--- config.mk ---
export PLATFORM = sky130hd
export DESIGN_NAME = dsp_mac_acc_flat
export DESIGN_NICKNAME = d
export VERILOG_FILES = /design/src/rtl/dsp_mac_pkg.sv /design/src/rtl/dsp_mac_acc_if.sv /design/src/rtl/dsp_mac_round_sat.sv /design/src/rtl/dsp_mac_acc.sv /design/src/flat_wrapper.sv
export SDC_FILE = /design/constraint.sdc
export NUM_CORES = 1
export LEC_CHECK = 0
export ABC_CLOCK_PERIOD_IN_PS = 7600
export BUFFER_PORTS_ARGS = -buffer_cell sky130_fd_sc_hd__buf_2
export CORE_ASPECT_RATIO = 0.5
export CORE_MARGIN = 2
export CORE_UTILIZATION = 40
export CTS_CLUSTER_SIZE = 25
export DETAILED_ROUTE_END_ITERATION = 10
export HOLD_SLACK_MARGIN = 0.05
export PLACE_DENSITY_LB_ADDON = 0.05
export SLEW_MARGIN = 20
export SYNTH_ARGS = -nofsm -noshare
export SYNTH_HDL_FRONTEND = slang
export SYNTH_SLANG_ARGS = --single-unit
--- constraint.sdc ---
create_clock -name CLK -period 7.6 [get_ports CLK]
set_clock_uncertainty 0.2 [all_clocks]
set_input_delay 0.38 -clock CLK [delete_from_list [all_inputs] [get_ports CLK]]
set_output_delay 0.38 -clock CLK [all_outputs]
set_load 0.02 [all_outputs]
--- src/rtl/dsp_mac_pkg.sv ---
`default_nettype none
// +-----------------------------------------------------------------------+
// | Package  : dsp_mac_pkg                                                |
// | Purpose  : shared constants, output range helper and parameter        |
// |            legality check for the dsp_mac_acc slice                   |
// | Revision : 1.0  initial release                                       |
// +-----------------------------------------------------------------------+
package dsp_mac_pkg;

   // Accumulate direction carried alongside each beat
   localparam logic OP_ADD = 1'b0;
   localparam logic OP_SUB = 1'b1;

   // Inclusive output bounds, held in 64 bits so any supported width fits
   typedef struct packed {
      logic [63:0] min;
      logic [63:0] max;
   } range_t;

   // Signed: [-2^(w-1), 2^(w-1)-1]; unsigned: [0, 2^w-1]
   function automatic range_t out_range(input int w, input bit is_signed);
      range_t r;
      if (is_signed) begin
         r.max = (64'd1 << (w - 1)) - 64'd1;
         r.min = ~r.max;
      end else begin
         r.min = '0;
         r.max = (64'd1 << w) - 64'd1;
      end
      return r;
   endfunction

   // The accumulator must hold a full product plus one growth bit, the
   // output may not be wider than the accumulator, and the widened
   // rounding path must fit the 64-bit range helper.
   function automatic bit cfg_ok(input int a_w, input int b_w,
                                 input int acc_w, input int o_w);
      return (acc_w >= a_w + b_w + 1) && (o_w <= acc_w) && (acc_w <= 62);
   endfunction

endpackage
`default_nettype wire

--- src/rtl/dsp_mac_acc_if.sv ---
`default_nettype none
// +-----------------------------------------------------------------------+
// | Interface: dsp_mac_acc_if                                             |
// | Purpose  : beat input and result output bundle of dsp_mac_acc         |
// | Revision : 1.0  initial release                                       |
// +-----------------------------------------------------------------------+
interface dsp_mac_acc_if #(
   parameter int A_W   = 12,
   parameter int B_W   = 12,
   parameter int ACC_W = 32,
   parameter int O_W   = 16,
   parameter int SH_W  = 5
);
   logic             ce;
   logic             in_valid;
   logic             in_first;
   logic             in_last;
   logic             in_sub;
   logic [A_W-1:0]   a;
   logic [B_W-1:0]   b;
   logic [ACC_W-1:0] c;
   logic [SH_W-1:0]  shift;
   logic             out_valid;
   logic [O_W-1:0]   out_data;
   logic             out_ovfl;
   logic             acc_busy;

   // Sample source side
   modport master (
      output ce, in_valid, in_first, in_last, in_sub, a, b, c, shift,
      input  out_valid, out_data, out_ovfl, acc_busy
   );

   // MAC side
   modport slave (
      input  ce, in_valid, in_first, in_last, in_sub, a, b, c, shift,
      output out_valid, out_data, out_ovfl, acc_busy
   );
endinterface
`default_nettype wire

--- src/rtl/dsp_mac_round_sat.sv ---
`default_nettype none
// +-----------------------------------------------------------------------+
// | Module   : dsp_mac_round_sat                                          |
// | Purpose  : round-half-up right shift and narrowing of the accumulator;|
// |            clamps to the output range when DSP_MAC_SAT_EN is defined, |
// |            otherwise wraps to the low output bits                     |
// | Revision : 1.0  initial release                                       |
// +-----------------------------------------------------------------------+
module dsp_mac_round_sat
   import dsp_mac_pkg::*;
#(
   parameter int ACC_W  = 32,
   parameter int O_W    = 16,
   parameter int SH_W   = 5,
   parameter int SIGNED = 1
) (
   input  wire logic [ACC_W-1:0] i_acc,
   input  wire logic [SH_W-1:0]  i_shift,
   output logic      [O_W-1:0]   o_data,
   output logic                  o_ovfl
);
   // One extra bit so the rounding increment can never wrap
   localparam int R_W = ACC_W + 1;

   logic [R_W-1:0] w_ext;
   logic [R_W-1:0] w_rnd;
   logic [R_W-1:0] w_sum;
   logic [R_W-1:0] w_r;

   // Widen, add half an LSB of the shifted result, then shift
   always_comb begin
      w_ext = (SIGNED != 0) ? {i_acc[ACC_W-1], i_acc} : {1'b0, i_acc};
      w_rnd = '0;
      if (i_shift != '0)
         w_rnd = R_W'(1) << (i_shift - SH_W'(1));
      w_sum = w_ext + w_rnd;
      if (SIGNED != 0)
         w_r = $signed(w_sum) >>> i_shift;
      else
         w_r = w_sum >> i_shift;
   end

`ifdef DSP_MAC_SAT_EN
   localparam range_t c_rng = out_range(O_W, SIGNED != 0);
   // Bounds one bit wider than w_r so a single signed compare serves both modes
   localparam logic signed [R_W:0] c_max = c_rng.max[R_W:0];
   localparam logic signed [R_W:0] c_min = c_rng.min[R_W:0];

   logic signed [R_W:0] w_rs;

   // Clamp the shifted value into the output range and flag it
   always_comb begin
      w_rs   = {(SIGNED != 0) & w_r[R_W-1], w_r};
      o_data = w_r[O_W-1:0];
      o_ovfl = 1'b0;
      if (w_rs > c_max) begin
         o_data = c_max[O_W-1:0];
         o_ovfl = 1'b1;
      end else if (w_rs < c_min) begin
         o_data = c_min[O_W-1:0];
         o_ovfl = 1'b1;
      end
   end
`else
   logic w_unused_hi;

   // Plain wrap-around narrowing; the discarded high bits are intentional
   assign o_data      = w_r[O_W-1:0];
   assign o_ovfl      = 1'b0;
   assign w_unused_hi = ^w_r[R_W-1:O_W];
`endif

endmodule
`default_nettype wire

--- src/rtl/dsp_mac_acc.sv ---
`default_nettype none
// +-----------------------------------------------------------------------+
// | Module   : dsp_mac_acc                                                |
// | Purpose  : 4-stage pipelined framed multiply-accumulate with rounding |
// |            right shift; output saturation when DSP_MAC_SAT_EN is      |
// |            defined                                                    |
// | Revision : 1.0  initial release                                       |
// +-----------------------------------------------------------------------+
module dsp_mac_acc
   import dsp_mac_pkg::*;
#(
   parameter int A_W    = 12,
   parameter int B_W    = 12,
   parameter int ACC_W  = 32,
   parameter int O_W    = 16,
   parameter int SH_W   = 5,
   parameter int SIGNED = 1
) (
   input wire logic     CLK,
   input wire logic     a_RST,
   dsp_mac_acc_if.slave bus
);
   localparam int P_W = A_W + B_W;

   if (!cfg_ok(A_W, B_W, ACC_W, O_W)) begin : g_cfg_bad
      $error("dsp_mac_acc: illegal width parameters");
   end

   // S1 input register
   logic             r_s1_valid, r_s1_first, r_s1_last, r_s1_sub;
   logic [A_W-1:0]   r_s1_a;
   logic [B_W-1:0]   r_s1_b;
   logic [ACC_W-1:0] r_s1_c;
   logic [SH_W-1:0]  r_s1_shift;
   // S2 product register
   logic             r_s2_valid, r_s2_first, r_s2_last, r_s2_sub;
   logic [P_W-1:0]   r_s2_prod;
   logic [ACC_W-1:0] r_s2_c;
   logic [SH_W-1:0]  r_s2_shift;
   // S3 accumulator
   logic             r_s3_valid, r_s3_last, r_acc_busy;
   logic [ACC_W-1:0] r_acc;
   logic [SH_W-1:0]  r_s3_shift;
   // S4 output
   logic             r_out_valid, r_out_ovfl;
   logic [O_W-1:0]   r_out_data;

   logic [P_W-1:0]   w_prod;
   logic [ACC_W-1:0] w_prod_ext;
   logic [ACC_W-1:0] w_base;
   logic [ACC_W-1:0] w_acc_nxt;
   logic [O_W-1:0]   w_rs_data;
   logic             w_rs_ovfl;

   // Capture the beat; frame markers only count on valid beats
   always_ff @(posedge CLK or posedge a_RST) begin
      if (a_RST) begin
         r_s1_valid <= 1'b0;  r_s1_first <= 1'b0;  r_s1_last <= 1'b0;
         r_s1_sub   <= 1'b0;  r_s1_a     <= '0;    r_s1_b    <= '0;
         r_s1_c     <= '0;    r_s1_shift <= '0;
      end else if (bus.ce) begin
         r_s1_valid <= bus.in_valid;
         r_s1_first <= bus.in_valid & bus.in_first;
         r_s1_last  <= bus.in_valid & bus.in_last;
         r_s1_sub   <= bus.in_sub;
         r_s1_a     <= bus.a;
         r_s1_b     <= bus.b;
         r_s1_c     <= bus.c;
         r_s1_shift <= bus.shift;
      end
   end

   if (SIGNED != 0) begin : g_prod_signed
      assign w_prod     = $signed(r_s1_a) * $signed(r_s1_b);
      assign w_prod_ext = ACC_W'($signed(r_s2_prod));
   end else begin : g_prod_unsigned
      assign w_prod     = r_s1_a * r_s1_b;
      assign w_prod_ext = ACC_W'(r_s2_prod);
   end

   // Register the product with its beat controls
   always_ff @(posedge CLK or posedge a_RST) begin
      if (a_RST) begin
         r_s2_valid <= 1'b0;  r_s2_first <= 1'b0;  r_s2_last  <= 1'b0;
         r_s2_sub   <= 1'b0;  r_s2_prod  <= '0;    r_s2_c     <= '0;
         r_s2_shift <= '0;
      end else if (bus.ce) begin
         r_s2_valid <= r_s1_valid;
         r_s2_first <= r_s1_first;
         r_s2_last  <= r_s1_last;
         r_s2_sub   <= r_s1_sub;
         r_s2_prod  <= w_prod;
         r_s2_c     <= r_s1_c;
         r_s2_shift <= r_s1_shift;
      end
   end

   // A first beat restarts from the preload, any other beat builds on acc
   always_comb begin
      w_base    = r_s2_first ? r_s2_c : r_acc;
      w_acc_nxt = (r_s2_sub == OP_SUB) ? (w_base - w_prod_ext)
                                       : (w_base + w_prod_ext);
   end

   // Accumulate valid beats and track whether a frame is open
   always_ff @(posedge CLK or posedge a_RST) begin
      if (a_RST) begin
         r_s3_valid <= 1'b0;  r_s3_last  <= 1'b0;  r_s3_shift <= '0;
         r_acc      <= '0;    r_acc_busy <= 1'b0;
      end else if (bus.ce) begin
         r_s3_valid <= r_s2_valid;
         r_s3_last  <= r_s2_last;
         r_s3_shift <= r_s2_shift;
         if (r_s2_valid) begin
            r_acc <= w_acc_nxt;
            if (r_s2_last)
               r_acc_busy <= 1'b0;
            else if (r_s2_first)
               r_acc_busy <= 1'b1;
         end
      end
   end

   dsp_mac_round_sat #(
      .ACC_W  (ACC_W),
      .O_W    (O_W),
      .SH_W   (SH_W),
      .SIGNED (SIGNED)
   ) u_round_sat (
      .i_acc   (r_acc),
      .i_shift (r_s3_shift),
      .o_data  (w_rs_data),
      .o_ovfl  (w_rs_ovfl)
   );

   // Emit a one-cycle result pulse when a closing beat leaves S3
   always_ff @(posedge CLK or posedge a_RST) begin
      if (a_RST) begin
         r_out_valid <= 1'b0;  r_out_data <= '0;  r_out_ovfl <= 1'b0;
      end else if (bus.ce) begin
         r_out_valid <= r_s3_valid & r_s3_last;
         if (r_s3_valid & r_s3_last) begin
            r_out_data <= w_rs_data;
            r_out_ovfl <= w_rs_ovfl;
         end
      end
   end

   assign bus.out_valid = r_out_valid;
   assign bus.out_data  = r_out_data;
   assign bus.out_ovfl  = r_out_ovfl;
   assign bus.acc_busy  = r_acc_busy;

endmodule
`default_nettype wire

--- src/flat_wrapper.sv ---
// flat-port wrapper written by rule: the top's interface ports become plain ports
module dsp_mac_acc_flat import dsp_mac_pkg::*;
#(
   parameter int A_W    = 12,
   parameter int B_W    = 12,
   parameter int ACC_W  = 32,
   parameter int O_W    = 16,
   parameter int SH_W   = 5,
   parameter int SIGNED = 1
)
  (CLK, a_RST, bus_ce, bus_in_valid, bus_in_first, bus_in_last, bus_in_sub, bus_a, bus_b, bus_c, bus_shift, bus_out_valid, bus_out_data, bus_out_ovfl, bus_acc_busy);
  dsp_mac_acc_if #(.A_W(A_W), .B_W(B_W), .ACC_W(ACC_W), .O_W(O_W), .SH_W(SH_W)) bus_i ();
  input wire logic CLK;
  input wire logic a_RST;
  input wire logic [$bits(bus_i.ce)-1:0] bus_ce;
  input wire logic [$bits(bus_i.in_valid)-1:0] bus_in_valid;
  input wire logic [$bits(bus_i.in_first)-1:0] bus_in_first;
  input wire logic [$bits(bus_i.in_last)-1:0] bus_in_last;
  input wire logic [$bits(bus_i.in_sub)-1:0] bus_in_sub;
  input wire logic [$bits(bus_i.a)-1:0] bus_a;
  input wire logic [$bits(bus_i.b)-1:0] bus_b;
  input wire logic [$bits(bus_i.c)-1:0] bus_c;
  input wire logic [$bits(bus_i.shift)-1:0] bus_shift;
  output wire logic [$bits(bus_i.out_valid)-1:0] bus_out_valid;
  output wire logic [$bits(bus_i.out_data)-1:0] bus_out_data;
  output wire logic [$bits(bus_i.out_ovfl)-1:0] bus_out_ovfl;
  output wire logic [$bits(bus_i.acc_busy)-1:0] bus_acc_busy;
  assign bus_i.ce = bus_ce;
  assign bus_i.in_valid = bus_in_valid;
  assign bus_i.in_first = bus_in_first;
  assign bus_i.in_last = bus_in_last;
  assign bus_i.in_sub = bus_in_sub;
  assign bus_i.a = bus_a;
  assign bus_i.b = bus_b;
  assign bus_i.c = bus_c;
  assign bus_i.shift = bus_shift;
  assign bus_out_valid = bus_i.out_valid;
  assign bus_out_data = bus_i.out_data;
  assign bus_out_ovfl = bus_i.out_ovfl;
  assign bus_acc_busy = bus_i.acc_busy;
  dsp_mac_acc #(.A_W(A_W), .B_W(B_W), .ACC_W(ACC_W), .O_W(O_W), .SH_W(SH_W), .SIGNED(SIGNED)) u_core (.CLK(CLK), .a_RST(a_RST), .bus(bus_i));
endmodule
==> metrics <==
max_cap viols 0; final hold vios 0; area of the multi-input gates 13,270 µm²; crit path launch type flop; die area 50,040 µm²; path type of the worst min-delay path primary input to flop; fraction of layout cells with a size suffix above 1 15.83%; Clk pin slew, worst setup/hold paths 0.09 ns; hpwl dp 42.69 mm; chip height 159.2 µm; crit end category flop; initial DRC count 1,056; RSZ-0062 raised after global routing no; Top FF cell, synth dfrtp_1; routed len/inst 19.30 µm; setup_tns 0 ns; Post-synth EDFFs 0; pre-CTS setup slack 1.795 ns; All-Layer GR Usage 22.32%; DR pass1 iterations 5; Cells after Synth 2,128; Synth Register Bits 187; initial antenna violation count 0; Internal Power 5.470 mW; worst path cell trace nand2_1, fa_1, inv_1, ha_1, fa_1, inv_1, fa_1, fa_1, inv_1, ha_1, a21oi_1, o21bai_1, a21o_1, a31o_2, a211oi_1, nor3_1, o31ai_1, mux2i_1, nand2_1; Peak VDD IR 0.4465 mV; Power Density 516.9 nW/µm²; first-pass GRT wire length 88.65 mm; most frequent CP cell fa_1; die extent in x 314.4 µm; Register Area 4679 µm²; Rel. slew slack 31.58%; crit path DAT 5.94 ns; row cnt 56; PortBufs 85; clock share of power 8.5%; Starting Density 40.80%; setup ws final 1.806 ns; Clock Latency Late Sink 0.46 ns; total CTS buffers 17; fin crit share 76.24%; # clock sinks 187; FFs w/ async S/R, synth 100.0%; Crit-path slowest cell dfrtp_1; outcome finished, final reports clean; area delta synth->final 11.11%; Yosys warning count 0; DRT antenna net count 0; Yosys cell types 100; CTS resizes 0; Max Fclk 172.6 MHz; WL final 54.98 mm; Mean Syn Cell Area 9.054 µm²; Ports 87; Placeable Area 47,230 µm²; combinational share of power 76.4%; n_diodes 0; vias in the first global route 15,510; Worst Path Buf+Inv 3; Worst Path Class, Setup flop to flop; residual DRC count 0; Sw Ratio 50.57%; delay-heaviest family, CP adder cells; fin nets 2,522; Slew @ Worst Pin 1.017 ns; FILL cells 4,694; sequential group share of total power 15.0%; Via Count 15,500; Critical Path Fanout Max 13; slowest cell delay on critical path 0.63 ns; via/cell ratio 5.440; largest net degree at the start of global routing 122; total congestion overflow 0; Slew Limit Fails 0; H-tree levels 4; Psw 5.595 mW; Worst EP required 7.75 ns; Reg2Reg Setup Slack 1.81 ns; Leak Pwr 9.674 nW; clk buf depth 2; Final Setup Violations 0; mapped cell area 19,270 µm²; root buffer cell clkbuf_16; GPL Wtd Cong 0.8938; CTS tree built; min Tclk post-route 5.794 ns; sequential share of the synthesized area 24.29%
[logic make-up (layout without fill, tap and decap cells)]
logic type,count (synthesis),after routing,share of synthesized area [%]
other,1,2,0.01946
DFF,187,187,24.29
xor gates and xnor gates,95,95,4.319
buffers and inverters,345,427,6.903
adders and majority gates,255,255,22.02
AOI/OAI and AO/OA,438,438,15.64
muxes,187,187,11.38
and+or+nand+nor,620,620,15.44
[sequential cells by signal, indices dropped and copies added (netlist names)]
signal,flops
u_core.bus.acc_busy,1
u_core.bus.out_data,16
u_core.bus.out_valid,1
u_core.r_acc,32
u_core.r_s1_a,12
u_core.r_s1_b,12
u_core.r_s1_c,32
u_core.r_s1_first,1
u_core.r_s1_last,1
u_core.r_s1_shift,5
u_core.r_s1_sub,1
u_core.r_s1_valid,1
u_core.r_s2_c,32
u_core.r_s2_first,1
u_core.r_s2_last,1
u_core.r_s2_prod,24
u_core.r_s2_shift,5
u_core.r_s2_sub,1
u_core.r_s2_valid,1
u_core.r_s3_last,1
u_core.r_s3_shift,5
u_core.r_s3_valid,1
[worst paths after layout]
kind | startpoint | to | depth (start not counted)
max in group asynchronous | a_RST | u_core.bus.out_data[1] | 4
hold / removal | bus_b[11] | u_core.r_s1_b[11] | 3
setup / recovery | u_core.r_s1_a[6] | u_core.r_s2_prod[21] | 19
setup reg to reg | u_core.r_s1_a[6] | u_core.r_s2_prod[21] | 19
min in group asynchronous | a_RST | u_core.r_s1_c[8] | 3
hold reg to reg | u_core.r_s2_shift[2] | u_core.r_s3_shift[2] | 2
[layout make-up]
type / instances / share of cell area (%)
timing repair buffer: 166 / 5.617
tap: 638 / 3.729
inverter: 230 / 4.068
sequential: 187 / 21.86
clock buffer: 18 / 2.052
multi-input combinational: 1597 / 61.98
clock inverter: 13 / 0.6955
[worst register-to-register path, cell delays in order (launching register included)]
cell,delay [ns]
dfrtp_1,0.63
nand2_1,0.14
fa_1,0.54
inv_1,0.05
ha_1,0.31
fa_1,0.51
inv_1,0.05
fa_1,0.46
fa_1,0.55
inv_1,0.04
ha_1,0.33
a21oi_1,0.14
o21bai_1,0.10
a21o_1,0.21
a31o_2,0.28
a211oi_1,0.36
nor3_1,0.18
o31ai_1,0.32
mux2i_1,0.23
nand2_1,0.06
[stage by stage]
step | util [%] | area [µm²] | cells | power (mW) | hold WS (ns)
2_1_floorplan | - | 19270 | 2129 | 8.155 | 0.2492
5_1_grt | 45.33 | 21410 | 2849 | 12.35 | 0.06734
3_5_place_dp | 42.70 | 20160 | 2753 | 10.11 | 0.2704
3_3_place_gp | 42.70 | 20160 | 2753 | 10.07 | 0.2653
6_report | 45.33 | 21410 | 2849 | 11.07 | 0.06961
4_1_cts | 45.32 | 21400 | 2849 | 11.14 | 0.05204
[cells in the final DEF (no fill, tap or decap), types with 17 or more instances in the layout]
cell | synthesis | layout
nand2_1 | 228 | 227
a211oi_1 | 28 | 28
a21o_1 | 32 | 32
buf_2 | 15 | 84
clkbuf_16 | 0 | 17
xor2_1 | 30 | 30
ha_1 | 115 | 115
nor2_1 | 138 | 138
dfrtp_1 | 187 | 187
o21ai_0 | 94 | 94
or3_1 | 21 | 21
nand3_1 | 42 | 42
dlygate4sd3_1 | 0 | 65
mux2i_1 | 21 | 21
and3_1 | 17 | 17
inv_1 | 224 | 223
fa_1 | 140 | 140
xnor2_1 | 65 | 65
and2_1 | 54 | 54
a21oi_1 | 95 | 95
a31oi_1 | 19 | 19
nor3_1 | 36 | 36
mux2_2 | 156 | 156
[metal layers]
| metal | global-route usage [%] | up-vias | part of all wire, % |
|---|---|---|---|
| li1 | - | 7503 | - |
| met1 | 32.38 | 7668 | 50 |
| met2 | 35.40 | 280 | 45 |
| met3 | 2.748 | 48 | 3.6 |
| met4 | 5.390 | 0 | 2.0 |
| met5 | 0 | - | 0 |
[power by group through the flow]
stage,Clock (mW),Sequential [mW],Combinational (mW)
2_1_floorplan,0,1.53,6.62
6_report,0.945,1.66,8.46
5_1_grt,1.01,1.71,9.62
3_5_place_dp,0,1.68,8.42
3_3_place_gp,0,1.68,8.39
4_1_cts,0.976,1.66,8.50
[cell usage after synthesis (5+ instances only)]
cell       number  area, µm²
a21oi_1        95      475.5
a211oi_1       28      210.2
xor2_1         30      262.8
buf_1          13      48.80
a31oi_1        19      118.9
o21ai_0        94      470.5
nor3_1         36      180.2
dfrtp_1       187       4679
ha_1          115       1439
o21ai_1         5      25.02
nand3_1        42      210.2
mux4_2         10      225.2
mux2i_1        21      210.2
nand4_1        10      62.56
and2_1         54      337.8
o2111ai_1      12      105.1
nor2b_1        15      93.84
o31ai_1         7      52.55
nor2_1        138      518.0
o21bai_1       11      82.58
a311oi_1        7      61.31
or3_1          21      131.4
o311ai_0        5      43.79
o211ai_1       16      120.1
buf_2          15      75.07
xnor2_1        65      569.3
clkbuf_1       83      311.6
a211o_1         5      43.79
mux2_2        156       1757
a21o_1         32      240.2
o22ai_1         9      56.30
a221oi_1        7      61.31
and3_1         17      106.4
o21a_1          7      52.55
nand2_1       228      855.8
a31o_2          7      61.31
o41ai_1         5      43.79
fa_1          140       2803
nand2b_1       14      87.58
inv_1         224      840.8
nor4_1          8      50.05
[what timing repair did]
item | in CTS | in global routing
setup buffers | 0 | 0
hold buffers | 65 | 0
hold endpoints to repair | 184 | 0
No activity file was read; power rests on OpenSTA's default activity.
